$ cat src/rtl/mem_stage_if.sv
// ---------------------------------------------------------------------------
// mem_stage_if
//
// Data-memory request/acknowledge bus between the M stage and data memory.
//
// Signals:
//   DataReq   - access request (stage -> memory)
//   DataWe    - 1 = store, 0 = load (stage -> memory)
//   DataAdr   - word address (stage -> memory)
//   DataWdata - store data (stage -> memory)
//   DataAck   - memory accepts the access; load data valid the same cycle
//   DataRdata - load data (memory -> stage)
//
// Modports: master = pipeline stage side, slave = memory side.
// ---------------------------------------------------------------------------
interface mem_stage_if;
    logic        DataReq;
    logic        DataWe;
    logic [31:0] DataAdr;
    logic [31:0] DataWdata;
    logic        DataAck;
    logic [31:0] DataRdata;

    modport master (
        output DataReq, DataWe, DataAdr, DataWdata,
        input  DataAck, DataRdata
    );

    modport slave (
        input  DataReq, DataWe, DataAdr, DataWdata,
        output DataAck, DataRdata
    );
endinterface : mem_stage_if

$ cat src/rtl/mem_stage.sv
// ---------------------------------------------------------------------------
// mem_stage
//
// Memory-access stage of the pipelined ARM core. Holds the E/M and M/W
// pipeline registers and drives data memory over a req/ack handshake that
// tolerates any number of wait states. While an access is outstanding the
// front of the pipe is stalled and W receives bubbles.
//
// Ports:
//   clk, reset         - clock; asynchronous active-low reset
//   RegWriteE, MemtoRegE, MemWriteE, RdE, ALUResultE, WriteDataE
//                      - E-stage inputs (controls already condition-qualified)
//   dmem               - data-memory bus (mem_stage_if.master)
//   StallM             - hold F/D/E and do not advance E into M
//   RegWriteM, RdM, ALUResultM
//                      - M-stage forwarding / hazard sources
//   RegWriteW, MemtoRegW, RdW, ALUOutW, ReadDataW
//                      - Writeback inputs
//   MemFault           - sticky access-timeout flag
//
// Build option:
//   MEM_TIMEOUT_EN - when defined, a watchdog aborts an access that has sat in
//                    WAIT for TIMEOUT cycles, retires it to W without a
//                    register write and sets MemFault. When undefined the
//                    stage waits indefinitely and MemFault is tied 0.
// ---------------------------------------------------------------------------
module mem_stage #(
    parameter int TIMEOUT = 16
) (
    input  logic               clk,
    input  logic               reset,
    input  logic               RegWriteE,
    input  logic               MemtoRegE,
    input  logic               MemWriteE,
    input  logic [3:0]         RdE,
    input  logic [31:0]        ALUResultE,
    input  logic [31:0]        WriteDataE,
    mem_stage_if.master        dmem,
    output logic               StallM,
    output logic               RegWriteM,
    output logic [3:0]         RdM,
    output logic [31:0]        ALUResultM,
    output logic               RegWriteW,
    output logic               MemtoRegW,
    output logic [3:0]         RdW,
    output logic [31:0]        ALUOutW,
    output logic [31:0]        ReadDataW,
    output logic               MemFault
);

    typedef enum logic {
        S_IDLE = 1'b0,
        S_WAIT = 1'b1
    } state_e;

    typedef struct packed {
        logic        reg_write;
        logic        mem_to_reg;
        logic        mem_write;
        logic [3:0]  rd;
        logic [31:0] alu_result;
        logic [31:0] write_data;
    } m_reg_t;

    typedef struct packed {
        logic        reg_write;
        logic        mem_to_reg;
        logic [3:0]  rd;
        logic [31:0] alu_out;
        logic [31:0] read_data;
    } w_reg_t;

    state_e state_q, state_d;
    m_reg_t m_q, m_d;
    w_reg_t w_q, w_d;

    logic memop;
    logic data_req;
    logic stall_m;
    logic abort;

    assign memop = m_q.mem_to_reg | m_q.mem_write;

    // Both FSM states issue the request; WAIT only marks that the access has
    // already been stalled at least once.
    assign data_req = memop & ((state_q == S_IDLE) | (state_q == S_WAIT));
    assign stall_m  = data_req & ~dmem.DataAck & ~abort;

`ifdef MEM_TIMEOUT_EN
    localparam int CNT_W = $clog2(TIMEOUT) + 1;

    logic [CNT_W-1:0] wait_cnt_q, wait_cnt_d;
    logic             mem_fault_q, mem_fault_d;

    // Abort on the TIMEOUT-th WAIT cycle; a late ack in that same cycle still
    // completes normally.
    assign abort = (state_q == S_WAIT) & ~dmem.DataAck &
                   (wait_cnt_q == CNT_W'(TIMEOUT - 1));

    always_comb begin
        wait_cnt_d  = wait_cnt_q;
        mem_fault_d = mem_fault_q | abort;
        // Held at zero in IDLE so the count starts from 0 on entry to WAIT.
        if (state_q == S_IDLE)
            wait_cnt_d = '0;
        else if (wait_cnt_q != '1)
            wait_cnt_d = wait_cnt_q + 1'b1;
    end

    always_ff @(posedge clk or negedge reset) begin
        if (!reset) begin
            wait_cnt_q  <= '0;
            mem_fault_q <= 1'b0;
        end else begin
            wait_cnt_q  <= wait_cnt_d;
            mem_fault_q <= mem_fault_d;
        end
    end

    assign MemFault = mem_fault_q;
`else
    logic [31:0] unused_timeout;

    assign unused_timeout = 32'(TIMEOUT);
    assign abort          = 1'b0;
    assign MemFault       = 1'b0;
`endif

    // NOTE: every signal written here gets a default first, so no path leaves
    // a value unassigned and no latch is inferred.
    always_comb begin
        state_d = state_q;
        m_d     = m_q;
        w_d     = w_q;

        unique case (state_q)
            S_IDLE: if (memop && !dmem.DataAck) state_d = S_WAIT;
            S_WAIT: if (dmem.DataAck || abort)  state_d = S_IDLE;
            default: state_d = S_IDLE;
        endcase

        if (!stall_m) begin
            m_d.reg_write  = RegWriteE;
            m_d.mem_to_reg = MemtoRegE;
            m_d.mem_write  = MemWriteE;
            m_d.rd         = RdE;
            m_d.alu_result = ALUResultE;
            m_d.write_data = WriteDataE;

            // An aborted access retires without writing the register file.
            w_d.reg_write  = m_q.reg_write & ~abort;
            w_d.mem_to_reg = m_q.mem_to_reg & ~abort;
            w_d.rd         = m_q.rd;
            w_d.alu_out    = m_q.alu_result;
            if (m_q.mem_to_reg && dmem.DataAck && !abort)
                w_d.read_data = dmem.DataRdata;
        end else begin
            // Bubble into W; the remaining W fields keep their last values.
            w_d.reg_write  = 1'b0;
            w_d.mem_to_reg = 1'b0;
        end
    end

    // NOTE: sequential state uses non-blocking assignments only, so every
    // flop samples the values computed before this edge.
    // NOTE: reset is asynchronous; pulling it low mid-access clears the M
    // register and with it DataReq, without waiting for a clock.
    always_ff @(posedge clk or negedge reset) begin
        if (!reset) begin
            state_q <= S_IDLE;
            m_q     <= '0;
            w_q     <= '0;
        end else begin
            state_q <= state_d;
            m_q     <= m_d;
            w_q     <= w_d;
        end
    end

    assign dmem.DataReq   = data_req;
    assign dmem.DataWe    = m_q.mem_write;
    assign dmem.DataAdr   = m_q.alu_result;
    assign dmem.DataWdata = m_q.write_data;

    assign StallM     = stall_m;
    assign RegWriteM  = m_q.reg_write;
    assign RdM        = m_q.rd;
    assign ALUResultM = m_q.alu_result;
    assign RegWriteW  = w_q.reg_write;
    assign MemtoRegW  = w_q.mem_to_reg;
    assign RdW        = w_q.rd;
    assign ALUOutW    = w_q.alu_out;
    assign ReadDataW  = w_q.read_data;

endmodule : mem_stage

$ cat src/flat_wrapper.sv
// flat-port wrapper written by rule: the top's interface ports become plain ports
module mem_stage_flat 
#(
    parameter int TIMEOUT = 16
)
  (clk, reset, RegWriteE, MemtoRegE, MemWriteE, RdE, ALUResultE, WriteDataE, StallM, RegWriteM, RdM, ALUResultM, RegWriteW, MemtoRegW, RdW, ALUOutW, ReadDataW, MemFault, dmem_DataReq, dmem_DataWe, dmem_DataAdr, dmem_DataWdata, dmem_DataAck, dmem_DataRdata);
  mem_stage_if dmem_i ();
  input  logic clk;
  input  logic reset;
  input  logic RegWriteE;
  input  logic MemtoRegE;
  input  logic MemWriteE;
  input  logic [3:0] RdE;
  input  logic [31:0] ALUResultE;
  input  logic [31:0] WriteDataE;
  output logic StallM;
  output logic RegWriteM;
  output logic [3:0] RdM;
  output logic [31:0] ALUResultM;
  output logic RegWriteW;
  output logic MemtoRegW;
  output logic [3:0] RdW;
  output logic [31:0] ALUOutW;
  output logic [31:0] ReadDataW;
  output logic MemFault;
  output wire logic [$bits(dmem_i.DataReq)-1:0] dmem_DataReq;
  output wire logic [$bits(dmem_i.DataWe)-1:0] dmem_DataWe;
  output wire logic [$bits(dmem_i.DataAdr)-1:0] dmem_DataAdr;
  output wire logic [$bits(dmem_i.DataWdata)-1:0] dmem_DataWdata;
  input wire logic [$bits(dmem_i.DataAck)-1:0] dmem_DataAck;
  input wire logic [$bits(dmem_i.DataRdata)-1:0] dmem_DataRdata;
  assign dmem_DataReq = dmem_i.DataReq;
  assign dmem_DataWe = dmem_i.DataWe;
  assign dmem_DataAdr = dmem_i.DataAdr;
  assign dmem_DataWdata = dmem_i.DataWdata;
  assign dmem_i.DataAck = dmem_DataAck;
  assign dmem_i.DataRdata = dmem_DataRdata;
  mem_stage #(.TIMEOUT(TIMEOUT)) u_core (.clk(clk), .reset(reset), .RegWriteE(RegWriteE), .MemtoRegE(MemtoRegE), .MemWriteE(MemWriteE), .RdE(RdE), .ALUResultE(ALUResultE), .WriteDataE(WriteDataE), .dmem(dmem_i), .StallM(StallM), .RegWriteM(RegWriteM), .RdM(RdM), .ALUResultM(ALUResultM), .RegWriteW(RegWriteW), .MemtoRegW(MemtoRegW), .RdW(RdW), .ALUOutW(ALUOutW), .ReadDataW(ReadDataW), .MemFault(MemFault));
endmodule
$ cat config.mk
export PLATFORM = sky130hd
export DESIGN_NAME = mem_stage_flat
export DESIGN_NICKNAME = d
export VERILOG_FILES = /design/src/rtl/mem_stage_if.sv /design/src/rtl/mem_stage.sv /design/src/flat_wrapper.sv
export SDC_FILE = /design/constraint.sdc
export NUM_CORES = 1
export LEC_CHECK = 0
export CORE_UTILIZATION = 42
export DETAILED_ROUTE_END_ITERATION = 12
export PLACE_DENSITY = 0.78
export SLEW_MARGIN = 30
export SYNTH_ARGS = -nofsm -noshare
export SYNTH_HDL_FRONTEND = slang
export SYNTH_SLANG_ARGS = --single-unit
$ cat constraint.sdc
create_clock -name clk -period 1.5 [get_ports clk]
set_input_delay 0.375 -clock clk [delete_from_list [all_inputs] [get_ports clk]]
set_output_delay 0.375 -clock clk [all_outputs]
set_load 0.03 [all_outputs]
==> out/summary.txt <==
Antenna Nets Post-Route = 0
Yosys warnings = 0
CP startpoint kind = flop
Flops & latches, synth = 141
Core Region = 0.0140 mm^2
Die height = 123 um
RSZ-0062 raised after global routing = yes
H-tree levels = 4
Synth Instances = 406
Dpl ws = -0.407 ns
Initial Util = 0.434
Worst EP required = 1.12 ns
Hold WC Path Type = in2async
GRT Residual Overflow = 0
Yosys cell types = 16
Outcome = complete, but fails checks
Power, Total = 12.5 mW
Critical Path AT = 1.30 ns
# port buffers = 279
Avg Synthesized Cell Area = 15.0 um^2
Maximum VDD drop = 0.830 mV
Row cnt = 43
Die area = 0.0150 mm^2
Setup ws final = -0.170 ns
Pwr Density = 1410 mW/mm^2
Global-route usage over all layers = 0.186
N_diodes = 0
Clk sinks = 141
FMAX = 599 MHz
Crit Path Category = reg2out
DR vias = 3673
Crit end category = output pin
Later-pin clock latency in the skew report = 0.41 ns
Post-route clock period utilization = 1.11
Final HPWL DP = 9870 um
IO Count = 281
Drt first-iter violations = 106
Max-cap violations = 0
Global-route wire length before repair = 20700 um
Vias in the first global route = 3979
CP max FO = 2
Die Wd = 123 um
CTS root buffer = clkbuf_16
CP bufs+invs = 2
Final WL = 13600 um
Clock skew = 0.00615 ns
Netlist Area Pre-Place = 0.00610 mm^2
DRC viols = 0
Largest net degree at the start of global routing = 47
Leakage = 3.98 nW
Final Max Slew Viols = 0
DR pass1 iterations = 3
RePlAce Congestion = 0.736
Clock-pin slew of the registers on the worst-case setup and hold paths = 0.06 ns
Nets = 719
Setup tns final = -4.44 ns
Share of layout cells above drive strength 1 = 0.587
Fin crit period = 1.67 ns
CTS tree = yes
CP most frequent cell = buf_6
Worst hold slack = 0.418 ns
Clk buf depth = 2
Syn Nets = 512
CP max-delay cell = dfrtp_2
Initial antenna violation count = 0
Sequential fraction of the synthesis area = 0.579
Critical-path cell list = buf_6 > or2_4 > buf_6
WL/cell = 16.9 um
Avg Vias per Cell = 4.56
Critical path's largest stage delay = 0.41 ns
Final hold vios = 0
Final setup viols = 101
Area growth syn-to-layout = 44.6%
Failing checks = setup timing
Top delay family on crit path = flip-flops
Final core utilization = 0.628
TritonCTS Buffers = 17
[cell usage in the layout (no fill, tap or decap), types with 2 or more instances in the layout]
cell / instances
clkinvlp_4: 2
buf_6: 7
clkbuf_1: 4
clkbuf_16: 17
mux2_4: 28
dfrtp_1: 140
buf_4: 13
buf_2: 84
buf_12: 12
clkinv_2: 5
inv_1: 2
clkbuf_8: 3
mux2_2: 109
clkdlybuf4s50_1: 104
clkdlybuf4s15_2: 82
[cells by family (layout without fill, tap and decap cells)]
group                  Yosys count  in the layout  synth area share
AOI/OAI and AO/OA                3              3           0.00328
buffers and inverters          119            338             0.143
DFF                            141            141             0.579
muxes                          137            137             0.270
other                            1              1          0.000615
and+or+nand+nor                  5              5           0.00472
[area by class of cell]
type                    instances  area, um^2
fillers                      1091        5220
flip-flops and latches        141        3530
repair buffers                304        2820
multi-input cells             146        1710
clock buffers                  24         482
well taps                     180         225
clock inverters                 7        40.0
inverters                       3        11.3
[metrics by stage]
step / area (um^2) / std cells
after floorplan: 6100 / 406
after global routing: 8820 / 805
final: 8820 / 805
after global placement: 8550 / 769
after CTS: 8970 / 805
after detailed placement: 8550 / 769
[sequential cells by signal (all words and copies together), names as in the netlist]
register / cells
u_core.ReadDataW: 32
u_core.ALUResultM: 32
u_core.MemtoRegW: 1
u_core.RdW: 4
u_core.RdM: 4
u_core.dmem.DataWdata: 32
u_core.m_q: 1
u_core.dmem.DataWe: 1
u_core.RegWriteW: 1
u_core.ALUOutW: 32
u_core.RegWriteM: 1
[synthesized netlist by cell type]
library cell	number	share of area
inv_1	3	0.0018
buf_2	11	0.0090
dfrtp_1	141	0.58
mux2_4	28	0.069
a21o_1	1	0.0012
mux2_2	109	0.20
o21ai_0	1	0.00082
buf_6	4	0.0074
or2_2	1	0.0010
nor2b_1	1	0.0010
o21bai_1	1	0.0012
buf_4	101	0.12
and2_1	1	0.0010
nand2b_1	1	0.0010
nand2_1	1	0.00061
conb_1	1	0.00061
[worst paths after layout]
| path | slack [ns] | endpoint | cells after the start | from |
|---|---|---|---|---|
| max | -0.17 | dmem_DataReq | 3 | u_core.dmem.DataWe |
| min | 0.42 | u_core.dmem.DataWdata[8] | 2 | reset |
| max reg2reg | -0.08 | u_core.dmem.DataWdata[29] | 5 | u_core.dmem.DataWe |
| min reg2reg | 0.50 | u_core.ReadDataW[22] | 1 | u_core.ReadDataW[22] |
| max in group asynchronous | 0.54 | u_core.ALUOutW[7] | 3 | reset |
| min in group clk | 0.50 | u_core.ReadDataW[22] | 1 | u_core.ReadDataW[22] |
[layer usage]
layer | GRT usage | routed length, um | up-vias
met5 | 0 | 0 | -
met4 | 0.0793 | 247 | 0
met3 | 0.0623 | 1030 | 20
met2 | 0.325 | 7220 | 159
met1 | 0.204 | 5060 | 1814
li1 | - | - | 1680
[where the power goes]
group / switching (mW) / total [mW] / internal [mW]
Clock: 1.47 / 3.68 / 2.22
Sequential: 0.389 / 4.80 / 4.41
Combinational: 2.23 / 3.97 / 1.75
[what timing repair did]
item / CTS / global route
pin swaps: 1 / 1
resized for setup: 628 / 49
setup buffers: 4 / 0
endpoints found under the hold margin: 25 / 0
hold buffers: 1 / 0
setup endpoints to repair: 275 / 134
No activity file was read; power rests on OpenSTA's default activity.
